$ cat config.mk
export PLATFORM = sky130hd
export DESIGN_NAME = dcache_store_port
export DESIGN_NICKNAME = d
export VERILOG_FILES = /design/src/rtl/dcache_store_port.sv
export SDC_FILE = /design/constraint.sdc
export NUM_CORES = 1
export LEC_CHECK = 0
export CORE_ASPECT_RATIO = 0.7
export CORE_MARGIN = 10
export CORE_UTILIZATION = 43
export DETAILED_ROUTE_END_ITERATION = 10
export PLACE_DENSITY = 0.88
export SLEW_MARGIN = 25
export SYNTH_ARGS = -nofsm -noshare
export SYNTH_HDL_FRONTEND = slang
export SYNTH_SLANG_ARGS = --single-unit
$ cat constraint.sdc
create_clock -name clk_i -period 4.04 [get_ports clk_i]
set_input_delay 1.01 -clock clk_i [delete_from_list [all_inputs] [get_ports clk_i]]
set_output_delay 1.01 -clock clk_i [all_outputs]
set_load 0.03 [all_outputs]
$ cat src/rtl/dcache_store_port.sv
// L1 D$ write-side responder: takes committed stores from the store buffer,
// probes the tag array, writes the data array on a hit (write-through,
// no-write-allocate) and always forwards a byte-masked word write to memory.

package dcache_store_port_pkg;
  typedef enum logic [1:0] {
    LSU_SB = 2'd0,
    LSU_SH = 2'd1,
    LSU_SW = 2'd2,
    LSU_SD = 2'd3
  } lsu_op_e;
endpackage

// state    | meaning
// ---------+---------------------------------------------------------------
// IDLE     | ready for a store; tag read issued in the accept cycle
// LOOKUP   | tag compare; data array written on a hit
// MEM_REQ  | bus write valid, payload held until mem_req_ready_i
// MEM_RESP | waiting for the bus write response
module dcache_store_port
  import dcache_store_port_pkg::*;
#(
  parameter int unsigned PLEN       = 32,
  parameter int unsigned XLEN       = 32,
  parameter int unsigned NUM_SETS   = 64,
  parameter int unsigned LINE_BYTES = 32,
  localparam int unsigned IDX_W = $clog2(NUM_SETS),
  localparam int unsigned OFF_W = $clog2(LINE_BYTES),
  localparam int unsigned TAG_W = PLEN - IDX_W - OFF_W,
  localparam int unsigned BE_W  = XLEN / 8,
  localparam int unsigned BO_W  = $clog2(BE_W),
  localparam int unsigned WO_W  = OFF_W - BO_W,
  localparam int unsigned WA_W  = PLEN - BO_W
) (
  input  logic             clk_i,
  input  logic             rst_ni,
  input  logic             req_valid_i,
  output logic             req_ready_o,
  input  logic [PLEN-1:0]  req_addr_i,
  input  logic [XLEN-1:0]  req_data_i,
  input  lsu_op_e          req_op_i,
  output logic             tag_rd_en_o,
  output logic [IDX_W-1:0] tag_rd_idx_o,
  input  logic [TAG_W-1:0] tag_rd_tag_i,
  input  logic             tag_rd_vld_i,
  output logic             data_wr_en_o,
  output logic [IDX_W-1:0] data_wr_idx_o,
  output logic [WO_W-1:0]  data_wr_off_o,
  output logic [XLEN-1:0]  data_wr_data_o,
  output logic [BE_W-1:0]  data_wr_be_o,
  output logic             mem_req_valid_o,
  input  logic             mem_req_ready_i,
  output logic [PLEN-1:0]  mem_req_addr_o,
  output logic [XLEN-1:0]  mem_req_data_o,
  output logic [BE_W-1:0]  mem_req_be_o,
  input  logic             mem_resp_valid_i,
  input  logic             mem_resp_err_i,
  output logic             busy_o,
  output logic             err_o
);

  typedef enum logic [1:0] {
    S_IDLE     = 2'd0,
    S_LOOKUP   = 2'd1,
    S_MEM_REQ  = 2'd2,
    S_MEM_RESP = 2'd3
  } state_e;

  state_e           state;
  logic [WA_W-1:0]  waddr_q;    // word address; byte lane is folded into be/data
  logic [XLEN-1:0]  data_q;
  logic [BE_W-1:0]  be_q;
  logic             ready_q;
  logic             busy_q;
  logic             mem_valid_q;
  logic             err_q;

  logic [BE_W-1:0]  be_base;
  logic             legal;
  logic [BO_W-1:0]  lane;
  logic [BE_W-1:0]  be_shift;
  logic [XLEN-1:0]  data_shift;
  logic             fire_ok;
  logic             hit;

  // Decode the op into a base byte mask and check size/alignment legality.
  always_comb begin
    be_base = '0;
    legal   = 1'b0;
    case (req_op_i)
      LSU_SB: begin
        be_base = BE_W'(1);
        legal   = 1'b1;
      end
      LSU_SH: begin
        be_base = BE_W'(3);
        legal   = ~req_addr_i[0];
      end
      LSU_SW: begin
        be_base = BE_W'(4'hF);
        legal   = (req_addr_i[1:0] == 2'b00);
      end
      LSU_SD: begin
        be_base = BE_W'(8'hFF);
        legal   = (XLEN == 64) && (req_addr_i[2:0] == 3'b000);
      end
      default: ;
    endcase
  end

  assign lane       = req_addr_i[BO_W-1:0];
  assign be_shift   = be_base << lane;
  assign data_shift = req_data_i << {lane, 3'b000};

  // The tag read goes out in the accept cycle so the result lands in LOOKUP.
  assign fire_ok      = req_valid_i && (state == S_IDLE) && legal;
  assign tag_rd_en_o  = fire_ok;
  assign tag_rd_idx_o = fire_ok ? req_addr_i[OFF_W +: IDX_W] : '0;

  assign hit = (state == S_LOOKUP) && tag_rd_vld_i &&
               (tag_rd_tag_i == waddr_q[WA_W-1 -: TAG_W]);

  assign data_wr_en_o   = hit;
  assign data_wr_idx_o  = waddr_q[WO_W +: IDX_W];
  assign data_wr_off_o  = waddr_q[WO_W-1:0];
  assign data_wr_data_o = data_q;
  assign data_wr_be_o   = be_q;

  assign mem_req_valid_o = mem_valid_q;
  assign mem_req_addr_o  = {waddr_q, {BO_W{1'b0}}};
  assign mem_req_data_o  = data_q;
  assign mem_req_be_o    = be_q;

  assign req_ready_o = ready_q;
  assign busy_o      = busy_q;
  // Bus errors flag in the response cycle; request errors one cycle after accept.
  assign err_o = err_q ||
                 ((state == S_MEM_RESP) && mem_resp_valid_i && mem_resp_err_i);

  // Sequencer: one store in flight at a time, outputs registered alongside state.
  always_ff @(posedge clk_i or negedge rst_ni) begin
    if (!rst_ni) begin
      state       <= S_IDLE;
      waddr_q     <= '0;
      data_q      <= '0;
      be_q        <= '0;
      ready_q     <= 1'b1;
      busy_q      <= 1'b0;
      mem_valid_q <= 1'b0;
      err_q       <= 1'b0;
    end else begin
      err_q <= 1'b0;
      case (state)
        S_IDLE: begin
          if (req_valid_i) begin
            if (legal) begin
              waddr_q <= req_addr_i[PLEN-1:BO_W];
              data_q  <= data_shift;
              be_q    <= be_shift;
              ready_q <= 1'b0;
              busy_q  <= 1'b1;
              state   <= S_LOOKUP;
            end else begin
              err_q <= 1'b1;
            end
          end
        end
        S_LOOKUP: begin
          mem_valid_q <= 1'b1;
          state       <= S_MEM_REQ;
        end
        S_MEM_REQ: begin
          if (mem_req_ready_i) begin
            mem_valid_q <= 1'b0;
            state       <= S_MEM_RESP;
          end
        end
        S_MEM_RESP: begin
          if (mem_resp_valid_i) begin
            ready_q <= 1'b1;
            busy_q  <= 1'b0;
            state   <= S_IDLE;
          end
        end
        default: state <= S_IDLE;
      endcase
    end
  end

endmodule

==> impl_metrics.csv, run 1 <==
group,metric,value,unit
floorplan,design.core.area,0.009071,mm^2
sta,max_clock_freq,250.2,MHz
placed_design,numPortBuffers,216,
sta,min_period_over_period,98.94,%
logic_synthesis,yosys_warnings,0,
drt,routed_wl,13.39,mm
layout,drive_gt1_share,8.518,%
clock_network,clkTransAtPathRegs,60,ps
floorplan,die_area,0.01366,mm^2
drt,route.detailed.drc,0,
setup_path,critical_path_class,"in -> out",
logic_synthesis,synth_largest_area_cell,"dfrtp_1",
setup_path,crit_top_cell,"clkdlybuf4s50_1",
setup_path,path_buf_inv,2,
logic_synthesis,ys.flop_type,"dfrtp_1",
sta,timing.hold.ws,496.4,ps
global_route,grt_pass1_wl,20.26,mm
clock_network,root_buffer,"clkbuf_16",
global_route,grt-ovfl-total,0,
global_route,antenna_found_initial,0,
drt,wl_met3,945,um
placed_design,place_congestion,0.8311,
pwr,vdd_drop_max,0.4521,mV
sta,skew,5.468,ps
setup_path,path_cells,"clkdlybuf4s50_1 -> xor2_1 -> nor4_1 -> nand4_1 -> nor3_1 -> clkdlybuf4s50_1",
sta,period_needed,3997,ps
placed_design,dpl-instance-area,0.005842,mm^2
logic_synthesis,yosysTopAreaCellShare,44.26,%
layout,final_cell_area,0.006148,mm^2
clock_network,cts.sinks,72,
pwr,p_int,2.761,mW
global_route,grt_max_degree,75,
drt,vias,3481,
placed_design,post-place-cells,695,
drt,wl_met2,6.958,mm
sta,tightest_slew,909.5,ps
logic_synthesis,netlist_instances,417,
drt,routedWlPerCell,18.83,um
clock_network,post-cts-setup-buffers,0,
pwr,p_leak,2.820,nW
worst_hold_path,hold_class,"reg -> reg",
setup_path,cp.arrival,2990,ps
layout,final_cells,711,
pwr,seq_power_share,27.1,%
logic_synthesis,synthArstFlopShare,100.0,%
pwr,power.total,5.006,mW
floorplan,rows,29,
drt,vias_per_cell,4.896,
logic_synthesis,ys_seq_area_share,44.92,%
layout,fin_nets,680,
drt,dr.pass1.iters,4,
setup_path,worst_path_max_delay_cell,"clkdlybuf4s50_1",
logic_synthesis,netlist_area,0.004014,mm^2
global_route,grt_use_total,18.82,%
sta,finalMaxSlewViolations,0,
sta,setup_viol,0,
floorplan,die_x,135.5,um
setup_path,slowest_delay,720,ps
setup_path,crit_family,"buffers and inverters",
floorplan,initial_core_util,44.25,%
logic_synthesis,synth_edf_count,0,
clock_network,clkLatencyLatePin,320,ps
setup_path,crit_fanout,1,
logic_synthesis,ys_ff_latch,72,
logic_synthesis,netlist-cell-type-count,44,
logic_synthesis,synth.most_common_cell,"nand2_1",
drt,drtAntennaViolNets,0,
sta,slew_headroom,39.37,%
layout,fill_cells,714,
pwr,switching_share,44.85,%
setup_path,required,3030,ps
logic_synthesis,avgSynthCellArea,9.626,um^2
clock_network,h-tree-depth,3,
flow_run,maxCapViolations,0,
clock_network,cts_tree,"built",
pwr,p_clk_share,15.5,%
drt,drt_first_iter_violations,193,
clock_network,cts_buffer_depth,2,
clock_network,cts_buffers,9,
global_route,grt_pass1_vias,3671,
sta,finalHoldViolCount,0,
logic_synthesis,synth_commonest_cells,"nand2_1 (108), dfrtp_1 (71), buf_4 (52)",
drt,top_layer,"met4",
pwr,p_sw,2.246,mW
logic_synthesis,ys_top_cells_by_area,"dfrtp_1 (44%), nand2_1 (10%), buf_4 (9.7%)",
setup_path,reg2reg_slack,2050,ps
pwr,p_comb_share,57.4,%
layout,num_antenna_cells,0,
setup_path,start_kind,"input pin",
drt,wl_met1,5.333,mm
outcome,status,"completed",
floorplan,die_y,100.8,um
pwr,power_density,814.3,mW/mm^2
placed_design,dp_hpwl,10.55,mm
layout,area_growth,53.18,%
sta,rsz0062_at_grt,"no",
setup_path,worstSetupEndpointType,"primary output",
floorplan,ios,219,
sta,setup_tns,0,ps
[per-stage QoR]
stage	setup WS, ps	util [%]
floorplan	850.3	-
global placement	162.7	64.40
detailed placement	66.15	64.40
CTS	64.25	67.70
global route	7.427	67.78
finish	42.93	67.78
[worst register-to-register path, delay by kind of cell, from the launching register on]
family | cells | cell delay [ps]
and+or+nand+nor | 1 | 130
adders and majority gates | 1 | 300
buffers and inverters | 2 | 700
DFF | 1 | 390
AOI/OAI and AO/OA | 2 | 410
[cells by family after synthesis]
logic type,count (synthesis),synth area share [%]
and+or+nand+nor,156,16.77
buffers and inverters,75,13.90
DFF,72,44.92
AOI/OAI and AO/OA,62,11.03
muxes,26,7.450
xor gates and xnor gates,21,4.582
adders and majority gates,4,1.247
other,1,0.09343
[path summary, 6_finish.rpt]
path                                  start      endpoint  depth (start not counted)
max                        tag_rd_tag_i[16]  data_wr_en_o                          6
min                              waddr_q[4]    waddr_q[4]                          1
max reg2reg                        state[0]   req_ready_o                          6
min reg2reg                      waddr_q[4]    waddr_q[4]                          1
max in group asynchronous            rst_ni   waddr_q[10]                          1
min in group asynchronous            rst_ni   waddr_q[28]                          1
[cell type report]
type / instances / area (um^2) / area share [%]
sequential: 72 / 1803 / 29.32
timing repair buffer: 222 / 2202 / 35.82
multi-input combinational: 271 / 1665 / 27.09
clock buffer: 11 / 242.7 / 3.948
clock inverter: 5 / 56.30 / 0.9158
inverter: 6 / 23.77 / 0.3867
tap: 124 / 155.1 / 2.523
[power groups by stage]
stage               Combinational (mW)  Sequential, mW  Clock, mW
floorplan                         1.27            1.90          0
global placement                  2.87            1.35          0
detailed placement                2.91            1.37          0
CTS                               2.92            1.36      0.798
global route                      3.03            1.40      0.835
finish                            2.87            1.35      0.778
[cells in the final DEF (no fill, tap or decap), drive strengths merged, types with 3 or more instances in the layout]
master	instances
a21oi	19
and2	6
inv	5
dfrtp	71
dlymetal6s2s	3
ha	4
mux2i	16
xor2	16
nor2b	5
nand4	3
nor2	13
o21ai	12
nand2	108
nor4	4
xnor2	5
clkinv	4
nand3	10
o31ai	9
and2b	5
a21o	6
mux2	10
buf	9
clkdlybuf4s50	210
clkbuf	11
a211oi	8
[routing by layer]
metal | vias up | track usage (%)
li1 | 1659 | -
met1 | 1684 | 21.89
met2 | 126 | 32.68
met3 | 12 | 6.325
met4 | 0 | 4.703
met5 | - | 0
[registers in the layout (all words and copies together) (netlist names)]
signal / cells
state: 2
data_wr_be_o: 4
busy_o: 1
data_wr_data_o: 32
waddr_q: 30
err_q: 1
mem_req_valid_o: 1
req_ready_o: 1
[what timing repair did]
action | 4_1_cts | 5_1_grt
gates resized for setup | 0 | 3
hold buffers | 0 | 0
endpoints found under the setup margin | 0 | 3
(Power assumes the default switching activity.)
==> inputs of run 2 (changes only) <==
- SLEW_MARGIN: 25 -> unset
- clock period: 4.04 -> 4.6 ns (I/O delays scaled with it)
==> run 2 against run 1 <==
Compared with the run above: sequential power decreased by 12%; total power fell by 12%; global-route usage grew 0.32 points; setup slack improved by 320 ps; flip-flop and latch count unchanged; hold slack improved by 6.0 ps; critical path depth stayed put; via count is 0.83% higher; routed wire length is essentially flat; non-clock buffer count fell by 1; highest routed layer unchanged; largest power group unchanged.
==> impl_metrics.csv, run 2 (same netlist as run 1, synthesis figures left out) <==
group,metric,value,unit
layout,drive_gt1_share,8.362,%
drt,drt_first_iter_violations,141,
setup_path,slowest_delay,690,ps
sta,finalHoldViolCount,0,
layout,layout_common_cells,"clkdlybuf4s50_1 (213), nand2_1 (108), dfrtp_1 (71)",
setup_path,start_kind,"input pin",
floorplan,die_x,135.5,um
global_route,use_met2,33.81,%
sta,finalMaxSlewViolations,0,
layout,final_common_cell,"clkdlybuf4s50_1",
worst_hold_path,min_delay_path_depth,1,
sta,skew,4.978,ps
drt,routedWlPerCell,18.84,um
floorplan,initial_core_util,44.25,%
setup_path,critical_path_class,"in -> out",
pwr,vdd_drop_max,0.3345,mV
drt,vias_per_cell,4.944,
flow_run,maxCapViolations,0,
global_route,grt-ovfl-total,0,
global_route,antenna_found_initial,0,
setup_path,cp-startpoint,"req_op_i[1]",
placed_design,dpl-instance-area,0.005834,mm^2
sta,setup_viol,0,
sta,rsz0062_at_grt,"no",
clock_network,root_buffer,"clkbuf_16",
floorplan,die_y,100.8,um
setup_path,worstSetupEndpointType,"primary output",
clock_network,clkLatencyLatePin,330,ps
setup_path,cp.depth,6,
floorplan,die_area,0.01366,mm^2
drt,dr.pass1.iters,4,
worst_hold_path,hold_path.startpoint,"waddr_q[4]",
setup_path,path_cells,"clkdlybuf4s50_1 -> o21ai_2 -> nand4_4 -> clkinv_2 -> and2_1 -> clkdlybuf4s50_1",
layout,final_cell_area,0.006135,mm^2
layout,final_cells,710,
layout,utilization,67.63,%
outcome,status,"completed",
clock_network,cts_buffers,9,
layout,num_antenna_cells,0,
pwr,p_leak,2.752,nW
placed_design,pre_cts_ws,334.1,ps
sta,setup_tns,0,ps
setup_path,cp.arrival,3090,ps
sta,layout_setup_ws,360.2,ps
floorplan,ios,219,
global_route,busiest_layer,"met2",
drt,routed_wl,13.38,mm
setup_path,required,3450,ps
clock_network,clkTransAtPathRegs,60,ps
floorplan,rows,29,
sta,tightest_slew,910.0,ps
setup_path,worst_path_max_delay_cell,"clkdlybuf4s50_1",
layout,area_growth,52.84,%
clock_network,post-cts-setup-buffers,0,
sta,period_needed,4240,ps
global_route,grt_max_degree,75,
worst_hold_path,hold_class,"reg -> reg",
layout,largest_reg_flops,32,
setup_path,r2r_start,"state[1]",
clock_network,cts.sinks,72,
floorplan,design.core.area,0.009071,mm^2
global_route,grt_use_total,19.14,%
setup_path,crit_family,"buffers and inverters",
placed_design,dp_hpwl,10.51,mm
global_route,grt_use_met3,5.926,%
sta,timing.hold.ws,502.5,ps
setup_path,crit_fanout,12,
clock_network,cts_tree,"built",
setup_path,r2r_cells,6,
drt,vias,3510,
sta,min_period_over_period,92.17,%
clock_network,cts_buffer_depth,2,
pwr,power.total,4.408,mW
setup_path,path_buf_inv,3,
clock_network,cts-resized-gates,0,
pwr,power_density,718.6,mW/mm^2
sta,slew_headroom,39.33,%
setup_path,crit_top_cell,"clkdlybuf4s50_1",
layout,fin_nets,679,
sta,max_clock_freq,235.9,MHz
clock_network,h-tree-depth,3,
global_route,grt_pass1_wl,20.48,mm
clock_network,cts_hold_buffers,0,
drt,route.detailed.drc,0,
drt,drtAntennaViolNets,0,
placed_design,post-place-cells,694,
layout,fill_cells,713,
global_route,grt_pass1_vias,3653,
placed_design,place_congestion,0.8145,
placed_design,numPortBuffers,216,
global_route,met1_usage,21.69,%
run 2: changes by cell type in the layout (fill, tap and decap cells not counted):
cell,previous run,this run
buf_4,7,6
clkdlybuf4s50_1,210,213
clkinv_2,3,2
clkinvlp_4,1,3
dlymetal6s2s_1,3,0
clkinv_4,1,0
run 2: final timing paths:
kind                                            to  slack, ps
worst max-delay path               tag_rd_idx_o[2]        360
worst min-delay path                    waddr_q[4]        500
worst max register to register  data_wr_data_o[24]       2530
worst min register to register          waddr_q[4]        500
max in group asynchronous        data_wr_data_o[3]       3060
min in group asynchronous        data_wr_data_o[5]        940
run 2: metal layers:
| metal | vias up | wire, um |
|---|---|---|
| li1 | 1665 | - |
| met4 | 0 | 158 |
| met5 | - | 0 |
| met3 | 11 | 1029 |
| met2 | 122 | 6991 |
| met1 | 1712 | 5198 |
run 2: layout make-up:
class	count	area [um^2]	area share, %
Multi-Input combinational cell	271	1665	27.15
Inverter	6	23.77	0.3875
Clock buffer	11	242.7	3.957
Tap cell	124	155.1	2.529
Clock inverter	5	57.56	0.9382
Sequential cell	72	1803	29.39
Timing Repair Buffer	221	2187	35.65
run 2: worst reg2reg max path, delay by kind of cell, from the launching register on:
kind | cells | cell delay [ps]
multiplexers | 1 | 420
AND/OR/NAND/NOR | 1 | 140
adder cells (fa/ha/maj) | 1 | 320
buffers and inverters | 3 | 660
flip-flops | 1 | 420
run 2: report_power, final:
part	leakage [nW]	internal, mW	switching, mW
registers	0.901	0.917	0.271
logic	1.71	1.07	1.45
clock network	0.138	0.433	0.261
total	2.75	2.42	1.98
